==> config.mk <==
export PLATFORM = sky130hd
export DESIGN_NAME = qr_axis_matrix_io
export DESIGN_NICKNAME = d
export VERILOG_FILES = /design/src/rtl/qr_axis_pkg.sv /design/src/rtl/qr_row_buffer.sv /design/src/rtl/qr_axis_matrix_io.sv
export SDC_FILE = /design/constraint.sdc
export NUM_CORES = 1
export LEC_CHECK = 0
export ABC_CLOCK_PERIOD_IN_PS = 40800
export CORE_AREA = 10 10 461 463
export CTS_BUF_LIST = sky130_fd_sc_hd__clkbuf_4
export CTS_CLUSTER_SIZE = 12
export DETAILED_ROUTE_END_ITERATION = 7
export DIE_AREA = 0 0 471 473
export PLACE_DENSITY = 0.44
export SLEW_MARGIN = 20
export SYNTH_ARGS = -nofsm -noshare
export SYNTH_HDL_FRONTEND = slang
export SYNTH_SLANG_ARGS = --single-unit
==> constraint.sdc <==
create_clock -name aclk -period 40.8 [get_ports aclk]
set_input_delay 6.12 -clock aclk [delete_from_list [all_inputs] [get_ports aclk]]
set_output_delay 6.12 -clock aclk [all_outputs]
set_load 0.1 [all_outputs]
==> src/rtl/qr_axis_pkg.sv <==
// Shared types and constants for the QR-CORDIC AXI-Stream matrix front end.
package qr_axis_pkg;

    typedef enum logic [1:0] {
        LOAD  = 2'd0,
        START = 2'd1,
        WAIT  = 2'd2,
        DRAIN = 2'd3
    } qr_state_e;

    localparam int QR_TBITS = 64;
    localparam int QR_TBYTE = QR_TBITS / 8;
    localparam logic [QR_TBYTE-1:0] TKEEP_ALL = {QR_TBYTE{1'b1}};

    function automatic int frame_cnt_width();
        return 16;
    endfunction

    localparam int FCNT_W = frame_cnt_width();

endpackage

==> src/rtl/qr_row_buffer.sv <==
// ROWS x TBITS matrix store: single-row write, zero-fill from an index, parallel
// load of a full result matrix, and a flat read bus in core packing order.
module qr_row_buffer #(
    parameter int TBITS = 64,
    parameter int ROWS  = 8,
    parameter int CNT_W = $clog2(ROWS)
) (
    input  logic                  i_clk,
    input  logic                  i_rst,
    input  logic                  i_we,
    input  logic [CNT_W-1:0]      i_widx,
    input  logic [TBITS-1:0]      i_wdata,
    input  logic                  i_zero,
    input  logic [CNT_W-1:0]      i_zero_from,
    input  logic                  i_load,
    input  logic [ROWS*TBITS-1:0] i_load_data,
    output logic [ROWS*TBITS-1:0] o_flat
);

    logic [TBITS-1:0] r_rows [ROWS];

    // A write to row idx and zero-fill of rows idx+1.. never collide, so both can act in one cycle
    always_ff @(posedge i_clk or posedge i_rst) begin
        if (i_rst) begin
            for (int r = 0; r < ROWS; r++) begin
                r_rows[r] <= '0;
            end
        end else if (i_load) begin
            for (int r = 0; r < ROWS; r++) begin
                r_rows[r] <= i_load_data[r*TBITS +: TBITS];
            end
        end else begin
            for (int r = 0; r < ROWS; r++) begin
                if (i_we && (i_widx == CNT_W'(r))) begin
                    r_rows[r] <= i_wdata;
                end else if (i_zero && (CNT_W'(r) >= i_zero_from)) begin
                    r_rows[r] <= '0;
                end
            end
        end
    end

    for (genvar g = 0; g < ROWS; g++) begin : g_flat
        assign o_flat[g*TBITS +: TBITS] = r_rows[g];
    end

endmodule

==> src/rtl/qr_axis_matrix_io.sv <==
// AXI-Stream front end for the QR-CORDIC core: gathers one ROWS-word matrix frame,
// hands it to the core in parallel, waits for the result and streams it back out.
module qr_axis_matrix_io
    import qr_axis_pkg::*;
#(
    parameter int TBITS = QR_TBITS,
    parameter int TBYTE = TBITS / 8,
    parameter int ROWS  = 8
) (
    input  logic                  aclk,
    input  logic                  areset,
    input  logic                  S_AXIS_MM2S_TVALID,
    output logic                  S_AXIS_MM2S_TREADY,
    input  logic [TBITS-1:0]      S_AXIS_MM2S_TDATA,
    input  logic [TBYTE-1:0]      S_AXIS_MM2S_TKEEP,
    input  logic                  S_AXIS_MM2S_TLAST,
    output logic                  M_AXIS_S2MM_TVALID,
    input  logic                  M_AXIS_S2MM_TREADY,
    output logic [TBITS-1:0]      M_AXIS_S2MM_TDATA,
    output logic [TBYTE-1:0]      M_AXIS_S2MM_TKEEP,
    output logic                  M_AXIS_S2MM_TLAST,
    output logic                  core_start,
    output logic [ROWS*TBITS-1:0] core_in_mat,
    input  logic                  core_done,
    input  logic [ROWS*TBITS-1:0] core_out_mat,
    output logic                  len_err,
    output logic                  keep_err,
    output logic [FCNT_W-1:0]     frame_cnt
);

    localparam int CNT_W = $clog2(ROWS);
    localparam logic [CNT_W-1:0] LAST_ROW = CNT_W'(ROWS - 1);
    localparam logic [TBYTE-1:0] KEEP_ALL =
        (TBYTE == QR_TBYTE) ? TBYTE'(TKEEP_ALL) : {TBYTE{1'b1}};

    qr_state_e          r_state;
    qr_state_e          w_state_nxt;
    logic [CNT_W-1:0]   r_idx;
    logic               r_s_tready;
    logic               r_m_tvalid;
    logic [TBITS-1:0]   r_m_tdata;
    logic [TBYTE-1:0]   r_m_tkeep;
    logic               r_m_tlast;
    logic               r_core_start;
    logic               r_len_err;
    logic               r_keep_err;
    logic [FCNT_W-1:0]  r_frame_cnt;

    logic               w_s_hs;
    logic               w_m_hs;
    logic               w_in_last_row;
    logic               w_close;
    logic               w_early;
    logic               w_capture;
    logic [CNT_W-1:0]   w_next_idx;
    logic [ROWS*TBITS-1:0] w_buf_flat;

    assign w_s_hs        = S_AXIS_MM2S_TVALID & r_s_tready;
    assign w_m_hs        = r_m_tvalid & M_AXIS_S2MM_TREADY;
    assign w_in_last_row = (r_idx == LAST_ROW);
    assign w_close       = w_s_hs & (S_AXIS_MM2S_TLAST | w_in_last_row);
    assign w_early       = w_s_hs & S_AXIS_MM2S_TLAST & ~w_in_last_row;
    assign w_capture     = (r_state == WAIT) & core_done;
    assign w_next_idx    = r_idx + CNT_W'(1);

    qr_row_buffer #(
        .TBITS (TBITS),
        .ROWS  (ROWS),
        .CNT_W (CNT_W)
    ) u_row_buffer (
        .i_clk       (aclk),
        .i_rst       (areset),
        .i_we        (w_s_hs),
        .i_widx      (r_idx),
        .i_wdata     (S_AXIS_MM2S_TDATA),
        .i_zero      (w_early),
        .i_zero_from (w_next_idx),
        .i_load      (w_capture),
        .i_load_data (core_out_mat),
        .o_flat      (w_buf_flat)
    );

    always_comb begin
        w_state_nxt = r_state;
        case (r_state)
            LOAD:    if (w_close) w_state_nxt = START;
            START:   w_state_nxt = WAIT;
            WAIT:    if (core_done) w_state_nxt = DRAIN;
            DRAIN:   if (w_m_hs && r_m_tlast) w_state_nxt = LOAD;
            default: w_state_nxt = LOAD;
        endcase
    end

    // Output beat registers are preloaded one step ahead so TDATA/TLAST stay registered
    always_ff @(posedge aclk or posedge areset) begin
        if (areset) begin
            r_state      <= LOAD;
            r_idx        <= '0;
            r_s_tready   <= 1'b0;
            r_m_tvalid   <= 1'b0;
            r_m_tdata    <= '0;
            r_m_tkeep    <= '0;
            r_m_tlast    <= 1'b0;
            r_core_start <= 1'b0;
            r_len_err    <= 1'b0;
            r_keep_err   <= 1'b0;
            r_frame_cnt  <= '0;
        end else begin
            r_state      <= w_state_nxt;
            r_s_tready   <= (w_state_nxt == LOAD);
            r_core_start <= w_close;

            if (w_s_hs) begin
                if (S_AXIS_MM2S_TKEEP != KEEP_ALL) r_keep_err <= 1'b1;
                if (w_close) begin
                    r_idx <= '0;
                    if (S_AXIS_MM2S_TLAST != w_in_last_row) r_len_err <= 1'b1;
                end else begin
                    r_idx <= w_next_idx;
                end
            end

            if (w_capture) begin
                r_idx      <= '0;
                r_m_tvalid <= 1'b1;
                r_m_tkeep  <= KEEP_ALL;
                r_m_tdata  <= core_out_mat[TBITS-1:0];
                r_m_tlast  <= 1'b0;
            end else if (w_m_hs) begin
                if (r_m_tlast) begin
                    r_idx       <= '0;
                    r_m_tvalid  <= 1'b0;
                    r_m_tkeep   <= '0;
                    r_m_tdata   <= '0;
                    r_m_tlast   <= 1'b0;
                    r_frame_cnt <= r_frame_cnt + FCNT_W'(1);
                end else begin
                    r_idx     <= w_next_idx;
                    r_m_tdata <= w_buf_flat[w_next_idx*TBITS +: TBITS];
                    r_m_tlast <= (w_next_idx == LAST_ROW);
                end
            end
        end
    end

    assign S_AXIS_MM2S_TREADY = r_s_tready;
    assign M_AXIS_S2MM_TVALID = r_m_tvalid;
    assign M_AXIS_S2MM_TDATA  = r_m_tdata;
    assign M_AXIS_S2MM_TKEEP  = r_m_tkeep;
    assign M_AXIS_S2MM_TLAST  = r_m_tlast;
    assign core_start         = r_core_start;
    assign core_in_mat        = w_buf_flat;
    assign len_err            = r_len_err;
    assign keep_err           = r_keep_err;
    assign frame_cnt          = r_frame_cnt;

endmodule

==> run_results.csv, run 1 <==
group,metric,value,unit
clock_tree,clk_path_buf_depth,3,
timing,period_needed,9.51,ns
grt,grt_remaining_overflow,0,
clock_tree,clkLatencyLatePin,1.27,ns
timing,max_freq,105,MHz
yosys,ys_types,54,
drt,vias,31000,
floorplanning,die_h,473,µm
worst_setup_path,cp.required,34.68,ns
yosys,synth_area_leader_cell,"dfrtp_1",
worst_setup_path,crit_type,"reg -> out",
yosys,synth_cells,2519,
drt,routedWlPerCell,36.4,µm
floorplanning,dieArea,223000,µm²
worst_setup_path,crit_slowest_cell,"clkdlybuf4s50_1",
floorplanning,ios,1196,
yosys,ys_warn_count,0,
floorplanning,initial_core_util,14.3,%
min_path,min_path_cells,1,
placement,hpwlAfterDp,180000,µm
clock_tree,root_buffer,"clkbuf_4",
worst_setup_path,path_cells,"clkdlybuf4s50_1",
worst_setup_path,endpoint_kind,"output port",
grt,grt_pass1_vias,31800,
yosys,ys_ff_latch,603,
worst_setup_path,critPathMaxFanout,15,
drt,drt_wl_total,240000,µm
clock_tree,clkTransAtPathRegs,0.07,ns
timing,skew,0.0953,ns
worst_setup_path,path_delay_family,"buffers and inverters",
grt,grt_max_degree,153,
layout,area_delta_synth_final,58.9,%
grt,track_usage,20.5,%
grt,grt_pass1_wl,315000,µm
worst_setup_path,r2r_cells,8,
yosys,synth_flop_cell,"dfrtp_1",
layout,drive_above_1_share,13.2,%
clock_tree,clkSinkCount,603,
worst_setup_path,worstPathArrival,3.39,ns
timing,tightestPinTransition,1.24,ns
drt,routed.top_layer,"met5",
drt,wl_met1,96500,µm
timing,tns,0,ns
timing,hold_viol_final,0,
yosys,syn_area,29100,µm²
worst_setup_path,cp.depth,1,
yosys,synth_edf_count,0,
timing,period_share,23.3,%
clock_tree,cts_tree,"built",
yosys,synth_area_leaders,"dfrtp_1 52%, a221o_1 15%, mux4_2 5.0%",
yosys,avgSynthCellArea,11.5,µm²
drt,vias_per_cell,4.72,
timing,maxSlewViolCount,0,
drt,dr_wl_met3,24200,µm
run_status,status,"complete, no violations",
clock_tree,cts.htree.levels,4,
yosys,synth_most_common_cell,"dfrtp_1",
drt,antenna_left,0,
timing,slew_headroom,16.8,%
yosys,synth_async_sr_flop_share,100,%
clock_tree,cts_inserted_buffers,194,
placement,gp_congestion,0.894,
layout,nNetsFinal,4314,
placement,port_buffers,1195,
drt,drc,0,
yosys,synth_nets,3116,
clock_tree,ctsResizeCount,0,
floorplanning,rows,166,
drt,dr.pass1.iters,5,
timing,final-setup-viol-count,0,
yosys,synth_top_cell_area_share,51.9,%
grt,antenna_found_initial,108,
drt,drt_iter0_drc,3050,
flow_run,cap_violations,0,
clock_tree,hold_buffers,0,
worst_setup_path,path_buf_inv,1,
min_path,holdCritPathClass,"reg -> reg",
drt,wl_met2,110000,µm
worst_setup_path,slowest_delay,1.33,ns
floorplanning,die_w,471,µm
yosys,synthTopCellsByCount,"603 x dfrtp_1, 449 x a221o_1, 327 x nor2_1",
floorplanning,core-area,204000,µm²
yosys,seq_area_frac_synth,51.9,%
clock_tree,cts_setup_buffers,0,
timing,rsz0062_at_grt,"no",
worst_setup_path,startpoint_type,"register",
==> per-stage QoR <==
step                setup slack (ns)  hold slack [ns]  util, %  instances  area, µm²
finish                         31.29            0.468     22.7       6579      46200
global route                   31.01            0.502     22.7       6555      46200
CTS                            31.06            0.469     22.7       6541      46100
detailed placement             31.00            0.454     21.5       6209      43700
global placement               31.01            0.450     21.5       6209      43700
floorplan                      17.80            0.500        -       2519      29100
==> path summary, 6_finish.rpt <==
| check | start | end | slack [ns] |
|---|---|---|---|
| setup / recovery | M_AXIS_S2MM_TKEEP[6] | M_AXIS_S2MM_TKEEP[7] | 31.29 |
| max in group asynchronous | areset | u_row_buffer.o_flat[159] | 32.49 |
| hold reg to reg | len_err | len_err | 0.47 |
| min in group asynchronous | areset | u_row_buffer.o_flat[117] | 5.37 |
| setup reg to reg | r_idx[0] | u_row_buffer.o_flat[301] | 36.70 |
| hold / removal | len_err | len_err | 0.47 |
==> state kept, by name, summed over array words and instances, names as in the netlist <==
signal,cells
keep_err,1
S_AXIS_MM2S_TREADY,1
u_row_buffer.o_flat,512
M_AXIS_S2MM_TKEEP,1
M_AXIS_S2MM_TDATA,64
core_start,1
len_err,1
M_AXIS_S2MM_TLAST,1
r_idx,3
r_state,2
frame_cnt,16
==> placed cells by master, fill, tap and decap left out, types with 3 or more instances in the layout <==
master / instances
buf_2: 5
buf_4: 101
nand2_1: 203
clkbuf_4: 277
a221o_1: 449
a221oi_1: 65
o21ai_1: 47
mux2i_1: 128
nand2b_1: 3
clkinv_1: 29
mux4_2: 64
nand2_4: 4
inv_1: 5
nor2_1: 327
xnor2_1: 12
and3_1: 68
and3_4: 4
a22oi_1: 65
dfrtp_1: 602
o22a_1: 64
ha_1: 6
o21ai_0: 22
inv_6: 6
nand3_1: 10
inv_8: 3
clkdlybuf4s50_1: 1146
nand4_1: 6
xor2_1: 3
clkinv_2: 12
diode_2: 38
and2_1: 65
==> cell type report <==
class	count	area (µm²)
Fill cell	22100	157000
Sequential cell	603	15100
Multi-Input combinational cell	1657	12900
Timing Repair Buffer	1255	12300
Tap cell	2688	3360
Clock buffer	277	2080
Clock inverter	55	337
Antenna cell	38	95.1
Inverter	6	30.0
==> logic make-up (layout without fill, tap and decap cells) <==
| logic type | count (synthesis) | after routing | share of synthesized area (%) |
|---|---|---|---|
| xor gates and xnor gates | 16 | 16 | 0.508 |
| adders and majority gates | 7 | 7 | 0.301 |
| muxes | 194 | 194 | 9.44 |
| AOI/OAI and AO/OA | 727 | 727 | 22.7 |
| DFF | 603 | 603 | 51.9 |
| and+or+nand+nor | 713 | 713 | 10.9 |
| other | 0 | 38 | 0 |
| buffers and inverters | 259 | 1593 | 4.21 |
==> routing by layer <==
metal / GRT usage [%] / vias up
li1: - / 12400
met1: 24.6 / 16100
met2: 32.8 / 1988
met3: 8.32 / 450
met4: 7.41 / 76
met5: 0 / -
Power of run 1 is left out: the tool's default activity adds up to more than one toggle a clock period on the data nets, which glitch-free logic cannot reach.
==> run 2, diff against run 1 <==
--- a/config.mk
+++ b/config.mk
@@ -5,13 +5,13 @@
 export SDC_FILE = /design/constraint.sdc
 export NUM_CORES = 1
 export LEC_CHECK = 0
-export ABC_CLOCK_PERIOD_IN_PS = 40800
+export ABC_CLOCK_PERIOD_IN_PS = 8600
 export CORE_AREA = 10 10 461 463
 export CTS_BUF_LIST = sky130_fd_sc_hd__clkbuf_4
 export CTS_CLUSTER_SIZE = 12
 export DETAILED_ROUTE_END_ITERATION = 7
 export DIE_AREA = 0 0 471 473
-export PLACE_DENSITY = 0.44
+export PLACE_DENSITY = 0.45
 export SLEW_MARGIN = 20
 export SYNTH_ARGS = -nofsm -noshare
 export SYNTH_HDL_FRONTEND = slang
==> constraint.sdc (replaced) <==
create_clock -name aclk -period 8.6 [get_ports aclk]
set_input_delay 1.29 -clock aclk [delete_from_list [all_inputs] [get_ports aclk]]
set_output_delay 1.29 -clock aclk [all_outputs]
set_load 0.1 [all_outputs]
==> run 2 against run 1 <==
Against the previous run: first-iteration DRC count grew 1.8%; sequential share of layout area hardly changed; cell count barely moved; critical path depth is 8 higher.
==> run_results.csv, run 2 (same netlist as run 1, synthesis figures left out) <==
group,metric,value,unit
timing,whs,0.340,ns
placement,port_buffers,1195,
timing,rsz0062_at_grt,"no",
placement,hpwlAfterDp,181000,µm
flow_run,cap_violations,0,
drt,drt_wl_total,239000,µm
worst_setup_path,path_cells,"inv_1 -> ha_4 -> buf_4 -> nand2b_1 -> a221oi_1 -> a211oi_4 -> buf_4 -> buf_4 -> a221o_1",
grt,grt_max_degree,141,
layout,area_delta_synth_final,59.1,%
placement,gp_congestion,0.880,
timing,period_share,57.8,%
timing,hold_viol_final,0,
worst_setup_path,cp.required,9.77,ns
clock_tree,cts_tree,"built",
clock_tree,clk_path_buf_depth,3,
floorplanning,initial_core_util,14.3,%
clock_tree,cts_inserted_buffers,190,
drt,drc,0,
clock_tree,clkTransAtPathRegs,0.08,ns
timing,skew,0.129,ns
drt,antenna_left,0,
drt,dr.pass1.iters,5,
floorplanning,dieArea,223000,µm²
timing,maxSlewViolCount,0,
timing,max_freq,201,MHz
layout,fin_area,46300,µm²
placement,place_ws,3.59,ns
timing,tightestPinTransition,1.19,ns
drt,vias,30900,
drt,vias_per_cell,4.70,
grt,track_usage,20.5,%
run_status,status,"complete, no violations",
drt,drt_iter0_drc,3104,
worst_setup_path,cp.depth,9,
min_path,holdCritPathClass,"in -> async",
layout,final_common_cell,"clkdlybuf4s50_1",
clock_tree,cts_setup_buffers,0,
grt,antenna_found_initial,102,
worst_setup_path,cpMostUsedCell,"buf_4",
clock_tree,clkSinkCount,603,
timing,period_needed,4.97,ns
worst_setup_path,path_buf_inv,4,
floorplanning,ios,1196,
floorplanning,die_w,471,µm
worst_setup_path,path_delay_family,"buffers and inverters",
worst_setup_path,crit_slowest_cell,"dfrtp_4",
clock_tree,clkLatencyLatePin,1.33,ns
layout,most-common-layout-cells,"1149 x clkdlybuf4s50_1, 602 x dfrtp_1, 449 x a221o_1",
floorplanning,rows,166,
floorplanning,core-area,204000,µm²
timing,slew_headroom,20.7,%
worst_setup_path,endpoint_kind,"register",
layout,drive_above_1_share,12.8,%
clock_tree,cts.htree.levels,4,
floorplanning,die_h,473,µm
clock_tree,root_buffer,"clkbuf_4",
worst_setup_path,worstPathArrival,6.14,ns
clock_tree,hold_buffers,0,
timing,worst_slack,3.63,ns
grt,grt_remaining_overflow,0,
grt,grt_pass1_vias,31800,
drt,routedWlPerCell,36.4,µm
grt,grt_pass1_wl,313000,µm
clock_tree,ctsResizeCount,0,
worst_setup_path,r2r_cells,9,
placement,placed_area,43800,µm²
timing,final-setup-viol-count,0,
worst_setup_path,startpoint_type,"register",
layout,largest_reg_flops,512,
worst_setup_path,crit_type,"reg -> reg",
layout,nNetsFinal,4315,
worst_setup_path,critPathMaxFanout,44,
worst_setup_path,slowest_delay,0.96,ns
-- run 2: changes by cell type in the layout (fill, tap and decap cells not counted), sizes merged --
cell           delta
clkinv            +9
diode             +9
inv               -5
clkinvlp          -1
buf               +2
clkdlybuf4s50     +3
bufinv            +1
clkbuf           -13
-- run 2: layer usage --
layer / wire, µm / GRT usage, % / vias to the layer above / share of wire, %
met5: 476 / 0 / - / 0.20
met3: 26300 / 8.61 / 428 / 11
met2: 108000 / 32.6 / 2093 / 45
li1: - / - / 12400 / -
met4: 9430 / 7.79 / 72 / 3.9
met1: 94700 / 24.5 / 15900 / 40
-- run 2: layout make-up --
type                       count  area, µm²
timing repair buffer        1260      12400
tap                         2688       3360
antenna                       47        118
inverter                       6       26.3
clock buffer                 264       1980
fill                       22100     157000
multi-input combinational   1657      12900
sequential                   603      15100
clock inverter                59        363
-- run 2: worst paths after layout --
path	start	end	slack [ns]
setup / recovery	r_idx[0]	u_row_buffer.o_flat[2]	3.63
hold / removal	areset	u_row_buffer.o_flat[443]	0.34
setup reg to reg	r_idx[0]	u_row_buffer.o_flat[2]	3.63
hold reg to reg	len_err	len_err	0.47
max in group asynchronous	areset	u_row_buffer.o_flat[218]	6.31
min in group aclk	len_err	len_err	0.47
-- run 2: worst register-to-register path: cells and delay by family (launching register included) --
family                     cells  cell delay [ns]
buffers and inverters          4             2.12
AOI/OAI and AO/OA              3             0.76
and+or+nand+nor                1             0.25
adders and majority gates      1             0.73
DFF                            1             0.96
-- run 2: metrics by stage --
step,setup TNS [ns],instances,util [%]
after floorplan,-551.86,2519,-
after global routing,0,6560,22.7
final,0,6584,22.7
after global placement,0,6213,21.5
after CTS,0,6536,22.7
after detailed placement,0,6213,21.5
Power of run 2 is left out for the same reason.
